--- config.mk ---
export PLATFORM = sky130hd
export DESIGN_NAME = if_fetch_unit
export DESIGN_NICKNAME = d
export VERILOG_FILES = /design/src/rtl/if_fetch_unit.sv
export SDC_FILE = /design/constraint.sdc
export NUM_CORES = 1
export LEC_CHECK = 0
export CAP_MARGIN = 20
export CORE_MARGIN = 5
export CORE_UTILIZATION = 31
export DETAILED_ROUTE_END_ITERATION = 10
export PLACE_DENSITY_LB_ADDON = 0.25
export SLEW_MARGIN = 20
export SYNTH_ARGS = -nofsm -noshare
export SYNTH_HDL_FRONTEND = slang
export SYNTH_SLANG_ARGS = --single-unit
--- constraint.sdc ---
create_clock -name clkIn -period 3.5 [get_ports clkIn]
set_clock_uncertainty 0.2 [all_clocks]
set_input_delay 0.525 -clock clkIn [delete_from_list [all_inputs] [get_ports clkIn]]
set_output_delay 0.525 -clock clkIn [all_outputs]
set_load 0.02 [all_outputs]
--- src/rtl/if_fetch_unit.sv ---
// if_fetch_unit: PC owner issuing one-outstanding IMem requests into a 2-entry fetch FIFO feeding IF/ID.
// Optional FETCH_PERF_EN adds saturating drop/bubble counters.
module if_fetch_unit #(
  parameter logic [31:0] RESET_PC = 32'h0000_0000,
  parameter logic [31:0] NOP_INS  = 32'h0000_0013
) (
  input  logic        clkIn,
  input  logic        resetIn,
  input  logic        StallIn,
  input  logic        RedirectIn,
  input  logic [31:0] RedirectAddrIn,
  output logic        ImemReqOut,
  output logic [31:0] ImemAddrOut,
  input  logic        ImemAckIn,
  input  logic [31:0] ImemDataIn,
  output logic [31:0] InsOut,
  output logic [31:0] AddrOut,
  output logic        ValidOut
`ifdef FETCH_PERF_EN
  ,
  output logic [15:0] PerfDropOut,
  output logic [15:0] PerfBubbleOut
`endif
);
  typedef enum logic [1:0] {IDLE, REQ, DROP} state_t;
  state_t state_q, state_d;
  logic [31:0] pc_q, pc_d, drop_addr_q, drop_addr_d;
  logic [1:0] count_q, count_d, next_count, wr_idx;
  logic [1:0][31:0] fa_q, fa_d, fi_q, fi_d;
  logic push, pop;
  assign pop        = ValidOut & ~StallIn & ~RedirectIn;
  assign push       = (state_q == REQ) & ImemAckIn & ~RedirectIn;
  assign next_count = count_q + {1'b0, push} - {1'b0, pop};
  assign wr_idx     = count_q - {1'b0, pop};
  always_ff @(posedge clkIn or negedge resetIn)
    if (!resetIn) state_q <= IDLE;
    else          state_q <= state_d;
  // A redirect with a request still in flight must wait out its ack in DROP.
  always_comb begin
    state_d = state_q;
    if (RedirectIn)              state_d = (state_q != IDLE && !ImemAckIn) ? DROP : IDLE;
    else if (state_q == IDLE)    state_d = (next_count < 2'd2) ? REQ : IDLE;
    else if (state_q == REQ)     state_d = (ImemAckIn && next_count == 2'd2) ? IDLE : REQ;
    else                         state_d = ImemAckIn ? IDLE : DROP;
  end
  always_comb begin
    ImemReqOut  = state_q != IDLE;
    ImemAddrOut = (state_q == DROP) ? drop_addr_q : pc_q;
    ValidOut    = count_q != 2'd0;
    InsOut      = ValidOut ? fi_q[0] : NOP_INS;
    AddrOut     = ValidOut ? fa_q[0] : 32'd0;
  end
  always_comb begin
    pc_d        = RedirectIn ? (RedirectAddrIn & ~32'd3) : push ? pc_q + 32'd4 : pc_q;
    drop_addr_d = (RedirectIn && state_q == REQ && !ImemAckIn) ? pc_q : drop_addr_q;
    count_d     = RedirectIn ? 2'd0 : next_count;
    fa_d[0]     = (push && wr_idx == 2'd0) ? pc_q : pop ? fa_q[1] : fa_q[0];
    fi_d[0]     = (push && wr_idx == 2'd0) ? ImemDataIn : pop ? fi_q[1] : fi_q[0];
    fa_d[1]     = (push && wr_idx == 2'd1) ? pc_q : fa_q[1];
    fi_d[1]     = (push && wr_idx == 2'd1) ? ImemDataIn : fi_q[1];
  end
  always_ff @(posedge clkIn or negedge resetIn)
    if (!resetIn) begin
      pc_q        <= RESET_PC;
      drop_addr_q <= RESET_PC;
      count_q     <= 2'd0;
      fa_q        <= '0;
      fi_q        <= '0;
    end else begin
      pc_q        <= pc_d;
      drop_addr_q <= drop_addr_d;
      count_q     <= count_d;
      fa_q        <= fa_d;
      fi_q        <= fi_d;
    end
`ifdef FETCH_PERF_EN
  logic [15:0] drop_q, drop_d, bubble_q, bubble_d;
  logic drop_ev, bubble_ev;
  assign drop_ev   = ImemAckIn & ((state_q == DROP) | ((state_q == REQ) & RedirectIn));
  assign bubble_ev = ~ValidOut & ~StallIn;
  always_comb begin
    drop_d        = drop_q + {15'd0, drop_ev && drop_q != 16'hFFFF};
    bubble_d      = bubble_q + {15'd0, bubble_ev && bubble_q != 16'hFFFF};
    PerfDropOut   = drop_q;
    PerfBubbleOut = bubble_q;
  end
  always_ff @(posedge clkIn or negedge resetIn)
    if (!resetIn) begin
      drop_q   <= 16'd0;
      bubble_q <= 16'd0;
    end else begin
      drop_q   <= drop_d;
      bubble_q <= bubble_d;
    end
`endif
endmodule
==> metrics.cfg, run 1 <==
[clocking]
clkSinkCount = 188
clk_latency_ps = 430
htreeDepth = 4
clock_tree.root_cell = clkbuf_16
cts_tree = built
postCtsSetupRepairBufs = 0
cts.clk_slew.worst_paths_ps = 80
cts_buffers = 17
clock_path_buffers = 2

[cells_and_area]
layout_commonest_cell = dfrtp_1
drive_gt1_share_pct = 18.4
multi_input_area_um2 = 4190
mostFrequentLayoutCells = dfrtp_1, clkdlybuf4s50_1, mux2_2
syn2layout_area_growth_pct = 28.2
regArea_um2 = 4700
postLayoutCellArea_um2 = 11800
n_fill_cell = 2865
nNetsFinal = 1056

[worst_setup_path]
worstPathCellList = nor2b_2 -> buf_12 -> mux2_2 -> clkdlybuf4s50_1
slowest_delay_ps = 550
startpoint = state_q[1]
worstSetupEndpointType = output pin
r2r-end = fi_q[50]
critPathLaunchType = register
rr_worst_depth = 7
crit_fanout = 33
worstPathArrival_ps = 2440
r2r-start = count_q[1]
crit_path_end = ImemAddrOut[30]
path_class = register to output pin
required_ps = 2770
critPathSlowestCell = clkdlybuf4s50_1
rrSetupSlack_ps = 990

[sta]
relSlewSlack_pct = 47.3
grt_setup_unrepaired = no
post-route-min-period_ps = 3170
fmax_mhz = 316
setup_viol = 0
setup_tns_ps = 0
post-route-period-util_pct = 90.5
finalMaxSlewViolations = 0
hold_viol_final = 0
worst_slew_pin_slew_ps = 791

[drt]
wl_met2_mm = 10.5
wl_met3_mm = 1.23
ant_nets = 0
top_layer = met4
met1_length_mm = 11.8
dr.pass1.iters = 4
drt_iter0_drc = 283
vias = 6657
vias_per_cell = 4.80
post_drt_wl_per_cell_um = 17.0
drc = 0
drt-total-wl_mm = 23.6

[pwr]
power_density_nw_per_um2 = 613
vdd_drop_max_uv = 274
power.leakage_uw = 0.00514

[placed_design]
placed_area_um2 = 11200
dp_hpwl_mm = 16.0
port_buffers = 160
place_congestion = 0.750

[yosys]
netlist_instances = 852
netlist_area_um2 = 9220
yosysUniqueCellTypes = 47
synth_seq_cells = 188
ys.warnings.count = 0
avgSynthCellArea_um2 = 10.8
seq_area_frac_synth_pct = 51.0

[floorplan]
core_um2 = 29500
die_w_um = 182
fp.dieArea_um2 = 33300
core.rowCount = 63
start_util_pct = 31.3
die_h_um = 182
pin_count = 167

[job]
drv_cap = 0

[global_route]
grtUsageTotal_pct = 14.4
grt_pass1_vias = 6716
antenna_found_initial = 1
overflow = 0
grt_pass1_wl_mm = 38.4
grt_max_degree = 79

[hold_path]
hp-class = register to register

[outcome]
status = finished clean

==> through the flow <==
step	power (uW)	std cells	worst slack [ps]	util, %	hold slack (ps)
final	7240	1387	331	40.1	291
after global routing	7750	1387	209	40.1	317
after floorplan	4640	855	608	-	29.4
after CTS	7360	1386	283	40.1	290
after detailed placement	5380	1353	479	38.1	277
after global placement	5310	1353	476	38.1	268
==> synthesized netlist by cell type, drive strengths merged <==
cell,number,share of area (%)
nand4,15,1.0
or3,4,0.27
nor4b,2,0.26
xnor2,9,0.85
a31oi,10,0.68
mux2,116,14
a21oi,2,0.11
and4,3,0.28
or2,5,0.34
buf,38,2.2
a311o,2,0.22
a311oi,1,0.095
and2,2,0.14
nand2,100,4.1
or4,10,0.85
nand3b,1,0.081
a211o,1,0.095
o21ai,81,4.4
clkbuf,35,1.4
o311ai,1,0.095
o211ai,3,0.24
nand4b,1,0.16
nor2,26,1.1
nor2b,63,4.3
nand3,14,0.76
nor4,8,0.54
ha,4,0.54
clkinv,1,0.041
xor2,4,0.38
o31ai,10,0.81
or4b,1,0.11
inv,11,0.45
dfrtp,188,51
and4b,1,0.11
a2bb2oi,1,0.095
a22oi,2,0.16
conb,1,0.041
mux2i,63,6.8
nor3,10,0.60
nand2b,2,0.14
==> sequential cells by signal, summed over array words and instances, names as in the netlist <==
name         count
count_q          2
drop_addr_q     30
fa_q            60
fi_q            64
pc_q            30
state_q          2
==> repair_timing <==
action / CTS / global route
resized for setup: 0 / 0
hold buffers: 1 / 0
endpoints found under the hold margin: 76 / 0
==> cell type report <==
class / instances / share of cell area, %
sequential: 188 / 39.8
multi-input combinational: 582 / 35.4
timing repair buffer: 182 / 15.4
tap: 390 / 4.13
clock buffer: 17 / 3.60
clock inverter: 15 / 1.28
inverter: 12 / 0.381
antenna: 1 / 0.0212
==> kinds of logic after synthesis <==
logic type               count (synthesis)  share of synthesized area [%]
AND/OR/NAND/NOR                        268                           15.1
flip-flops                             188                           51.0
multiplexers                           179                           21.0
AO/OA/AOI/OAI                          114                           7.00
buffers and inverters                   85                           4.10
XOR/XNOR                                13                           1.23
adder cells (fa/ha/maj)                  4                          0.543
other                                    1                         0.0407
==> how the worst min path moves through the flow <==
| stage | end | startpoint | cells past startpoint | slack [ps] |
|---|---|---|---|---|
| after floorplan | count_q[0] | resetIn | 0 | 30 |
| after global placement | fa_q[63] | fa_q[63] | 1 | 270 |
| after detailed placement | fa_q[63] | fa_q[63] | 1 | 280 |
| after CTS | fa_q[63] | fa_q[63] | 1 | 290 |
| after global routing | drop_addr_q[22] | drop_addr_q[22] | 1 | 320 |
| final | fa_q[63] | fa_q[63] | 1 | 290 |
==> worst max-delay path: cells and delay by family (launching register included) <==
family	cells	cell delay, ps
buffers and inverters	2	800
muxes	1	390
DFF	1	460
and+or+nand+nor	1	340
==> power by group <==
part           switching (uW)  internal (uW)  leakage, uW
clock network             933           1010     0.000289
registers                 457           2980      0.00237
logic                     804           1060      0.00248
==> routing by layer <==
metal	up-vias	global-route usage, %
li1	3232	-
met1	3237	21.4
met2	176	21.6
met3	12	3.55
met4	0	2.88
met5	-	0
Note: power is estimated with default switching activity, not from simulation.
==> inputs of run 2 (changes only) <==
CORE_ASPECT_RATIO = 1.25   (was unset)
PLACE_DENSITY_LB_ADDON = unset   (was 0.25)
==> run 2 against run 1 <==
Compared with the run above: register-to-register slack lost 160 ps; global-route usage is 0.25 points lower; critical path depth unchanged; total power up 0.28%; non-clock buffer count decreased by 4.
==> metrics.cfg, run 2 (synthesis gave the netlist of run 1 again) <==
[outcome]
status = finished clean

[job]
drv_cap = 0  ; unchanged

[global_route]
overflow = 0  ; unchanged
grt_pass1_wl_mm = 37.4  ; -2.6%
grt_pass1_vias = 6664  ; -0.77%
grt_max_degree = 97  ; +23%
grtUsageTotal_pct = 14.2  ; -0.25 points
antenna_found_initial = 0  ; -1

[pwr]
fin_total_pwr_uw = 7260  ; +0.28%
power.leakage_uw = 0.00512  ; -0.38%
vdd_drop_max_uv = 303  ; +10%
power_density_nw_per_um2 = 615  ; +0.29%

[sta]
finalMaxSlewViolations = 0  ; unchanged
fmax_mhz = 303  ; -3.8%
post-route-min-period_ps = 3300  ; +127 ps
setup_tns_ps = 0  ; unchanged
setup_viol = 0  ; unchanged
worst_slew_pin_slew_ps = 789  ; -1.81 ps
post-route-period-util_pct = 94.2  ; +3.6 points
relSlewSlack_pct = 47.4  ; +0.12 points
grt_setup_unrepaired = no
hold_viol_final = 0  ; unchanged

[cells_and_area]
drive_gt1_share_pct = 18.0  ; -0.33 points
syn2layout_area_growth_pct = 28.2  ; about the same
nNetsFinal = 1052  ; -0.38%
largestRegisters = fi_q: 64 flops, fa_q: 60 flops
layout_commonest_cell = dfrtp_1
final_util_pct = 40.3  ; +0.19 points
final_cells = 1388  ; +0.072%
largest-register = fi_q
largest_reg_flops = 64  ; unchanged
antenna_cells = 0  ; -1
mostFrequentLayoutCells = dfrtp_1, clkdlybuf4s50_1, mux2_2

[clocking]
clock_tree.root_cell = clkbuf_16
htreeDepth = 4  ; unchanged
clkSinkCount = 188  ; unchanged
clock_path_buffers = 2  ; unchanged
cts.clk_slew.worst_paths_ps = 70  ; about the same
postCtsSetupRepairBufs = 0  ; unchanged
clk_latency_ps = 430  ; about the same
cts_tree = built
cts_buffers = 17  ; unchanged

[worst_setup_path]
worstPathArrival_ps = 2570  ; +130 ps
slowest_delay_ps = 550  ; about the same
rrSetupSlack_ps = 830  ; -160 ps
required_ps = 2770  ; about the same
critPathLaunchType = register
worstPathCellList = nor2b_2 -> buf_12 -> mux2_2 -> clkdlybuf4s50_1
rr_worst_depth = 8  ; +1
r2r-end = fi_q[1]
worstSetupEndpointType = output pin
critPathBufInv = 2  ; unchanged
critPathSlowestCell = clkdlybuf4s50_1
path_class = register to output pin
crit_family = buffers and inverters
crit_fanout = 30  ; -9.1%
r2r-start = count_q[1]

[drt]
ant_nets = 0  ; unchanged
drt_iter0_drc = 442  ; +56%
drc = 0  ; unchanged
vias = 6714  ; +0.86%
dr.pass1.iters = 4  ; unchanged
vias_per_cell = 4.84  ; +0.78%
drt-total-wl_mm = 23.3  ; -1.5%
post_drt_wl_per_cell_um = 16.8  ; -1.6%

[floorplan]
die_h_um = 203  ; +11%
start_util_pct = 31.4  ; +0.15 points
core.rowCount = 70  ; +11%
fp.dieArea_um2 = 33300  ; about the same
core_um2 = 29300  ; -0.48%
die_w_um = 164  ; -10%
pin_count = 167  ; unchanged

[placed_design]
place_congestion = 0.793  ; +5.8%
placed_cells = 1355  ; +0.15%
port_buffers = 160  ; unchanged
dp_hpwl_mm = 15.8  ; -1.2%

[hold_path]
hold_depth = 1  ; unchanged
min_from = fa_q[63]
hp-class = register to register
worstHoldEndpoint = fa_q[63]

## run 2: changes by cell type in the layout (fill, tap and decap cells not counted), sizes merged
cell	before	now
clkinv	6	3
diode	1	0
clkinvlp	0	2
clkbuf	18	22
buf	22	18
inv	20	17
## run 2: metrics by stage
step / worst slack [ps] / cell area [um2] / hold WS (ps)
final: 204 / 11800 / 290
after global routing: 62.9 / 11800 / 318
after CTS: 137 / 11800 / 295
after detailed placement: 342 / 11200 / 277
after global placement: 406 / 11200 / 268
after floorplan: 608 / 9230 / 29.4
## run 2: area by class of cell
cell class              count  area (um2)
flip-flops and latches    188        4700
multi-input cells         582        4190
repair buffers            178        1790
clock buffers              21         480
clock inverters            11         120
inverters                  12        45.0
well taps                 396         495
fillers                  2852       17500
## run 2: power by group
| part | leakage, uW | total (uW) | internal, uW | switching, uW |
|---|---|---|---|---|
| clock | 0.000291 | 1970 | 1080 | 892 |
| combinational | 0.00246 | 1850 | 1050 | 800 |
| sequential | 0.00237 | 3440 | 2980 | 455 |
## run 2: metal layers
| layer | vias to the layer above | track usage, % | share of wire [%] |
|---|---|---|---|
| met1 | 3349 | 19.4 | 46 |
| li1 | 3208 | - | - |
| met3 | 16 | 2.70 | 3.8 |
| met5 | - | 0 | 0 |
| met4 | 0 | 4.23 | 1.4 |
| met2 | 141 | 22.9 | 48 |
## run 2: worst max-delay path by stage
stage / slack (ps) / startpoint / end / cells past startpoint
2_1_floorplan: 610 / RedirectIn / fa_q[27] / 11
3_3_place_gp: 410 / StallIn / fi_q[48] / 7
3_5_place_dp: 340 / StallIn / fa_q[23] / 8
4_1_cts: 140 / state_q[1] / ImemAddrOut[23] / 4
5_1_grt: 60 / state_q[1] / ImemAddrOut[6] / 5
6_report: 200 / state_q[1] / ImemAddrOut[30] / 4
## run 2: timing repair
action	4_1_cts	5_1_grt
endpoints found under the hold margin	63	0
resized for setup	0	0
hold buffers	1	0
